File: config.mk
export PLATFORM = sky130hd
export DESIGN_NAME = hc_serial_rx
export DESIGN_NICKNAME = d
export VERILOG_FILES = /design/src/rtl/hc_serial_rx.sv
export SDC_FILE = /design/constraint.sdc
export NUM_CORES = 1
export LEC_CHECK = 0
export ABC_CLOCK_PERIOD_IN_PS = 3850
export CORE_UTILIZATION = 56
export CTS_BUF_LIST = sky130_fd_sc_hd__clkbuf_2
export CTS_CLUSTER_DIAMETER = 120
export DETAILED_ROUTE_END_ITERATION = 16
export PLACE_DENSITY_LB_ADDON = 0.08
export SLEW_MARGIN = 20
export SYNTH_ARGS = -nofsm -noshare
export SYNTH_HDL_FRONTEND = slang
export SYNTH_SLANG_ARGS = --single-unit
File: constraint.sdc
create_clock -name i_clk -period 3.85 [get_ports i_clk]
set_input_delay 0.385 -clock i_clk [delete_from_list [all_inputs] [get_ports i_clk]]
set_output_delay 0.385 -clock i_clk [all_outputs]
set_load 0.02 [all_outputs]
File: src/rtl/hc_serial_rx.sv
// rtl/hc_serial_rx.sv - serial Hamming(7,4) receiver: sync framing, decode, 1-deep output, error stats
module hc_serial_rx #(
  parameter int CNT_W   = 16,
  parameter bit CORRECT = 1'b1
) (
  input  logic             i_clk,
  input  logic             i_rst_n,
  input  logic             i_bit_vld,
  input  logic             i_bit,
  input  logic             i_sync,
  input  logic             i_clr,
  output logic [3:0]       o_data,
  output logic             o_vld,
  input  logic             i_rdy,
  output logic             o_err,
  output logic [CNT_W-1:0] o_err_cnt,
  output logic             o_ovf
);

  typedef enum logic {ST_IDLE, ST_SHIFT} state_t;

  state_t           state_q, state_d;
  logic [2:0]       cnt_q, cnt_d;
  logic [5:0]       bits_q, bits_d;
  logic             word_done;

  logic [6:0]       cw, cw_fix;
  logic [2:0]       syn;
  logic [3:0]       nib;

  logic             vld_q, vld_d;
  logic [3:0]       data_q, data_d;
  logic             err_q, err_d;
  logic [CNT_W-1:0] ecnt_q, ecnt_d;
  logic             ovf_q, ovf_d;
  logic             load, drop;

  // Framing: bits_q[k] holds codeword position k+1; a sync always restarts the word.
  always_comb begin
    state_d   = state_q;
    cnt_d     = cnt_q;
    bits_d    = bits_q;
    word_done = 1'b0;
    if (i_bit_vld) begin
      if (i_sync) begin
        bits_d  = {5'b0, i_bit};
        cnt_d   = 3'd1;
        state_d = ST_SHIFT;
      end else if (state_q == ST_SHIFT) begin
        if (cnt_q == 3'd6) begin
          word_done = 1'b1;
          cnt_d     = 3'd0;
          state_d   = ST_IDLE;
        end else begin
          bits_d[cnt_q] = i_bit;
          cnt_d         = cnt_q + 3'd1;
        end
      end
    end
  end

  always_comb begin
    cw     = {i_bit, bits_q};
    syn    = {cw[3] ^ cw[4] ^ cw[5] ^ cw[6],
              cw[1] ^ cw[2] ^ cw[5] ^ cw[6],
              cw[0] ^ cw[2] ^ cw[4] ^ cw[6]};
    cw_fix = cw;
    // Flipping a parity position is harmless: only positions 3,5,6,7 reach the nibble.
    if (CORRECT && (syn != 3'd0)) begin
      cw_fix[syn - 3'd1] = ~cw[syn - 3'd1];
    end
    nib = {cw_fix[6], cw_fix[5], cw_fix[4], cw_fix[2]};
  end

  always_comb begin
    load   = word_done && (!vld_q || i_rdy);
    drop   = word_done && vld_q && !i_rdy;
    vld_d  = vld_q;
    data_d = data_q;
    err_d  = err_q;
    ecnt_d = ecnt_q;
    ovf_d  = ovf_q;
    if (load) begin
      vld_d  = 1'b1;
      data_d = nib;
      err_d  = (syn != 3'd0);
    end else if (vld_q && i_rdy) begin
      vld_d = 1'b0;
    end
    if (i_clr) begin
      ecnt_d = '0;
    end else if (word_done && (syn != 3'd0) && (ecnt_q != {CNT_W{1'b1}})) begin
      ecnt_d = ecnt_q + 1'b1;
    end
    if (drop) begin
      ovf_d = 1'b1;
    end else if (i_clr) begin
      ovf_d = 1'b0;
    end
  end

  always_ff @(posedge i_clk or negedge i_rst_n) begin
    if (!i_rst_n) begin
      state_q <= ST_IDLE;
      cnt_q   <= 3'd0;
      bits_q  <= 6'd0;
      vld_q   <= 1'b0;
      data_q  <= 4'd0;
      err_q   <= 1'b0;
      ecnt_q  <= '0;
      ovf_q   <= 1'b0;
    end else begin
      state_q <= state_d;
      cnt_q   <= cnt_d;
      bits_q  <= bits_d;
      vld_q   <= vld_d;
      data_q  <= data_d;
      err_q   <= err_d;
      ecnt_q  <= ecnt_d;
      ovf_q   <= ovf_d;
    end
  end

  assign o_vld     = vld_q;
  assign o_data    = data_q;
  assign o_err     = err_q;
  assign o_err_cnt = ecnt_q;
  assign o_ovf     = ovf_q;

endmodule
# == Word-level counts from Yosys, hierarchy flattened ==
# Index checks and enable logic that the tools add are counted.
# op_classes
add_sub_neg,3
n_mul,0
div_mod_pow,0
n_lt_le_gt_ge,4
eq_ne,3
shift,0
muxes,28
n_bitwise,10
n_reduce_logical,18
# ops
op,count
16-bit 2-to-1 mux,2
6-bit 2-to-1 mux,3
"16-bit by 1-bit adder with 16-bit output, second input constant",1
"16-bit != test, second input constant",1
1-bit 2-to-1 mux,14
3-bit 2-to-1 mux,3
1-bit bitwise XOR,9
1-bit logical AND,8
"3-bit by 4-bit < comparator with 1-bit output, second input constant",2
2-bit nonzero test,4
7-bit bitwise mux,1
7-bit 2-to-1 mux,1
6-bit bitwise mux,1
1-bit demux with 3-bit select,2
"3-bit by 1-bit greater-or-equal comparator with 1-bit output, second input constant",2
"3-bit by 1-bit adder with 3-bit output, second input constant",1
1-bit binary-select mux with 3-bit select,1
"3-bit == test, second input constant",1
3-bit AND reduction,1
3-bit nonzero test,1
"3-bit by 1-bit subtractor with 3-bit output, second input constant",1
1-bit zero test,2
"2-bit != test, second input constant",1
2-bit AND reduction,1
other kinds (2),2
# totals
ff_bits,33
latchBits,0
ramBits,0
mem_bits_ro,0
out_inout_bits,23
word_cells,74
memories,0

# == Longest topological paths before layout ==
# logic_depth
word_depth,10
ltp_mapped,11

# == Worst setup path before layout ==
# No wires, ideal clock.
# synth_path
kind,input to register
startpoint,in i_bit
endpoint,reg ecnt_q[13] (netlist: o_err_cnt[13])
setup_ns,0.078
arrival_ns,2.782
t_required_ns,3.772
slack_ns,0.990
cell_stages,10
path_buffers,1
cell_sequence,buf_2 -> xnor3_1 -> xnor2_1 -> nor2_1 -> ha_1 -> and4b_4 -> nand3_4 -> or3_1 -> or3_1 -> a21oi_1
# synth_via
elab_chain_len,5
# synth_rtl
item,line_no,rtl
from (decl),9,"input logic i_bit,"
"1-bit bitwise XOR, on equally long branches","66, 64, 65",
3-bit nonzero test *,92,end else if (word_done && (syn != 3'd0) && (ecnt_q != {CNT_W{1'b1}})) begin
1-bit logical AND * (2 in series),92,
2-bit nonzero test (no source line) *,-,
to (signal assigned),119,ecnt_q <= ecnt_d;
to (decl),34,"logic [CNT_W-1:0] ecnt_q, ecnt_d;"
# Every way passes the cells marked *; elsewhere a longest branch is shown, timed or not.
# A chain may end at the register's enable or synchronous reset.

# == Final worst setup path ==
# layout_path
startpoint,reg bits_q[2]
endpoint,reg ecnt_q[13] (netlist: o_err_cnt[13])
# layout_via
elab_chain_len,7
# layout_rtl
item,line_no,rtl
from (decl),24,"logic [5:0] bits_q, bits_d;"
from (signal assigned),115,bits_q <= bits_d;
"1-bit bitwise XOR, on equally long branches (3 in series)","66, 65",
3-bit nonzero test *,92,
1-bit logical AND * (2 in series),92,
2-bit nonzero test (no source line) *,-,
# Marks and branches as above.

==> flow_metrics.py <==
metrics = {
    "synth": {
        "synth_top_area_cell": "dfrtp_1",
        "synth_fp_nets": 223,
        "yosysUniqueCellTypes": 45,
        "synthTopCellsByArea": "dfrtp_1 42%, xnor2_1 8.5%, nor2_1 5.7%",
        "synth_seq_area_share_pct": 42.1,
        "syn-mean-instance-area_sq_um": 9.20,
        "synth_edf_count": 0,
        "post_synth_inst_count": 213,
        "syn_area_sq_um": 1960,
        "ys_seq_elements": 33,
        "synthArstFlopShare_pct": 100,
        "yosysWarnings": 0,
        "synth_top_area_share_pct": 42.1,
        "synth-main-ff-cell": "dfrtp_1",
    },
    "clock_tree": {
        "cts_hold_buf": 0,
        "postCtsSetupBuffers": 0,
        "insertion_delay_ps": 380,
        "root_buffer": "clkbuf_2",
        "cts_tree": "yes",
        "htree_levels": 2,
        "cts.sinks": 33,
        "clk_pin_slew_ps": 180,
        "clk_path_buf_depth": 2,
        "cts_inserted_buffers": 5,
        "cts_resized": 0,
    },
    "drt": {
        "routed_wl_mm": 3.99,
        "drc_errors": 0,
        "vias_per_cell": 5.63,
        "drt-wirelength-per-cell_microns": 14.1,
        "antenna_left": 0,
        "drt_iter0_drc": 82,
        "drt_pass1_iterations": 4,
        "via_count": 1592,
    },
    "status": {
        "status": "complete, no violations",
    },
    "grt": {
        "grt_usage_pct": 23.0,
        "grt_max_degree": 34,
        "grt_pass1_wl_mm": 6.24,
        "antenna_found_initial": 0,
        "grt_overflow": 0,
        "grt_pass1_vias": 1416,
    },
    "setup_path": {
        "r2r_slack_ps": 820,
        "arrival_ps": 3340,
        "crit_path_end_kind": "register",
        "worstPathRequired_ps": 4160,
        "cpPeakStageDelay_ps": 480,
        "crit_chain": "xor2_1, xnor2_1, ha_1, inv_1, nor2_1, ha_1, and4b_4, nand3_4, or3_1, or3_1, a21oi_1",
        "critical-path-slowest-cell": "dfrtp_1",
        "cp_top_family": "simple AND/OR/NAND/NOR gates",
        "worstSetupStartpointType": "register",
        "rr_startpoint": "bits_q[2]",
        "critPathMaxFanout": 6,
        "critPathLaunch": "bits_q[2]",
        "cp.depth": 11,
        "critPathKind": "register to register",
        "setup.worst_path.end": "o_err_cnt[13]",
        "reg2regPathDepth": 11,
        "r2r-end": "o_err_cnt[13]",
        "path_buf_inv": 1,
    },
    "pwr": {
        "cellLeakagePower_nw": 0.962,
        "vdd_drop_max_mv": 0.256,
        "pwr_density_cell_nw_per_um2": 393,
    },
    "die": {
        "start_util_pct": 58.8,
        "dieArea_sq_um": 3740,
        "die_h_microns": 61.2,
        "num_io_pins": 30,
        "coreArea_sq_um": 3340,
        "rows": 21,
        "die_w_microns": 61.2,
    },
    "cells_and_area": {
        "fin_cells": 283,
        "final_common_cell": "dfrtp_1",
        "regArea_sq_um": 826,
        "area_delta_synth_final_pct": 18.7,
        "nets": 246,
        "multi_input_area_sq_um": 1020,
        "final.fill_count": 279,
        "diodes": 0,
        "final_cell_mix": "33 x dfrtp_1, 30 x nor2_1, 29 x clkdlybuf4s50_1",
        "final_core_util_pct": 69.7,
        "drive_gt1_share_pct": 6.75,
    },
    "timing": {
        "finalHoldViolCount": 0,
        "max_slew_margin_pct": 56.5,
        "fin_crit_sh_pct": 78.7,
        "clock_skew_ps": 15.8,
        "max_freq_mhz": 330,
        "tns_ps": 0,
        "slew_violations": 0,
        "timing.final.crit_period_ps": 3030,
        "rsz0062_at_grt": "no",
        "setup_slack_ps": 820,
        "setup_viol": 0,
        "tightest_slew_ps": 651,
    },
    "placed_design": {
        "io_buffers": 29,
        "post-place-ws_ps": 456,
        "post-place-cells": 275,
        "dp_hpwl_mm": 2.85,
        "gp_congestion": 0.849,
    },
    "flow_run": {
        "maxCapViolations": 0,
    },
    "worst_hold_path": {
        "hold_path.class": "input pin to async pin",
    },
}
## per-stage QoR
stage / power [mW] / area (sq um) / hold slack [ps]
after floorplan: 0.562 / 1960 / 89.4
after global placement: 0.610 / 2230 / 508
after detailed placement: 0.622 / 2230 / 512
after CTS: 0.920 / 2320 / 371
after global routing: 0.958 / 2330 / 402
final: 0.915 / 2330 / 377
## worst register-to-register path: cells and delay by family (launching register included)
| kind | cells | cell delay (ps) |
|---|---|---|
| AND/OR/NAND/NOR | 5 | 1270 |
| XOR/XNOR | 2 | 330 |
| buffers and inverters | 1 | 160 |
| adder cells (fa/ha/maj) | 2 | 600 |
| flip-flops | 1 | 480 |
| AO/OA/AOI/OAI | 1 | 140 |
## metal layers
metal / vias to the layer above / routed length, microns / track usage [%]
li1: 783 / - / -
met1: 753 / 1770 / 29.3
met2: 49 / 1930 / 37.3
met3: 7 / 227 / 6.51
met4: 0 / 55 / 8.44
met5: - / 0 / 0
## synth_stat cells, types with 3 or more instances
cell and instances:
nor4_1 3, clkbuf_1 5, nor3_1 4, nand3_1 4
ha_1 3, a211oi_1 6, nor2_1 30, buf_6 3
xnor2_1 19, mux2i_1 6, and3_1 6, inv_1 7
nand2_1 20, dfrtp_1 33, or3_1 4, o21ai_0 12
a21oi_1 8, and3b_1 3, buf_2 4
## kinds of logic after synthesis
family,Yosys count,synth area share [%]
flops,33,42.1
xor+xnor,22,10.5
fa+ha+maj,4,2.43
buf+inv,22,6.00
simple gates,86,22.7
compound gates,38,12.1
mux,8,4.21
## cell type report
type	instances	area share (%)
timing repair buffer	31	13.1
clock inverter	3	2.80
clock buffer	5	1.08
multi-input combinational	158	43.9
sequential	33	35.5
tap	46	2.47
inverter	7	1.13
## power by group
part,switching (mW),internal (mW),leakage [nW]
Combinational,0.122,0.0988,0.471
Sequential,0.0275,0.370,0.438
Clock,0.122,0.174,0.0529
## worst min-delay path by stage
stage	from	endpoint	slack, ps
finish	i_rst_n	o_err_cnt[2]	380
global route	i_rst_n	o_err_cnt[15]	400
CTS	i_rst_n	o_err_cnt[15]	370
detailed placement	o_vld	o_vld	510
global placement	o_vld	o_vld	510
floorplan	i_rst_n	bits_q[0]	90
## sequential cells by signal (all words and copies together), names as in the netlist
signal / flops
o_data: 4
o_err: 1
o_ovf: 1
bits_q: 6
o_err_cnt: 16
cnt_q: 3
o_vld: 1
state_q: 1
Power figures use the tool's default switching activity.
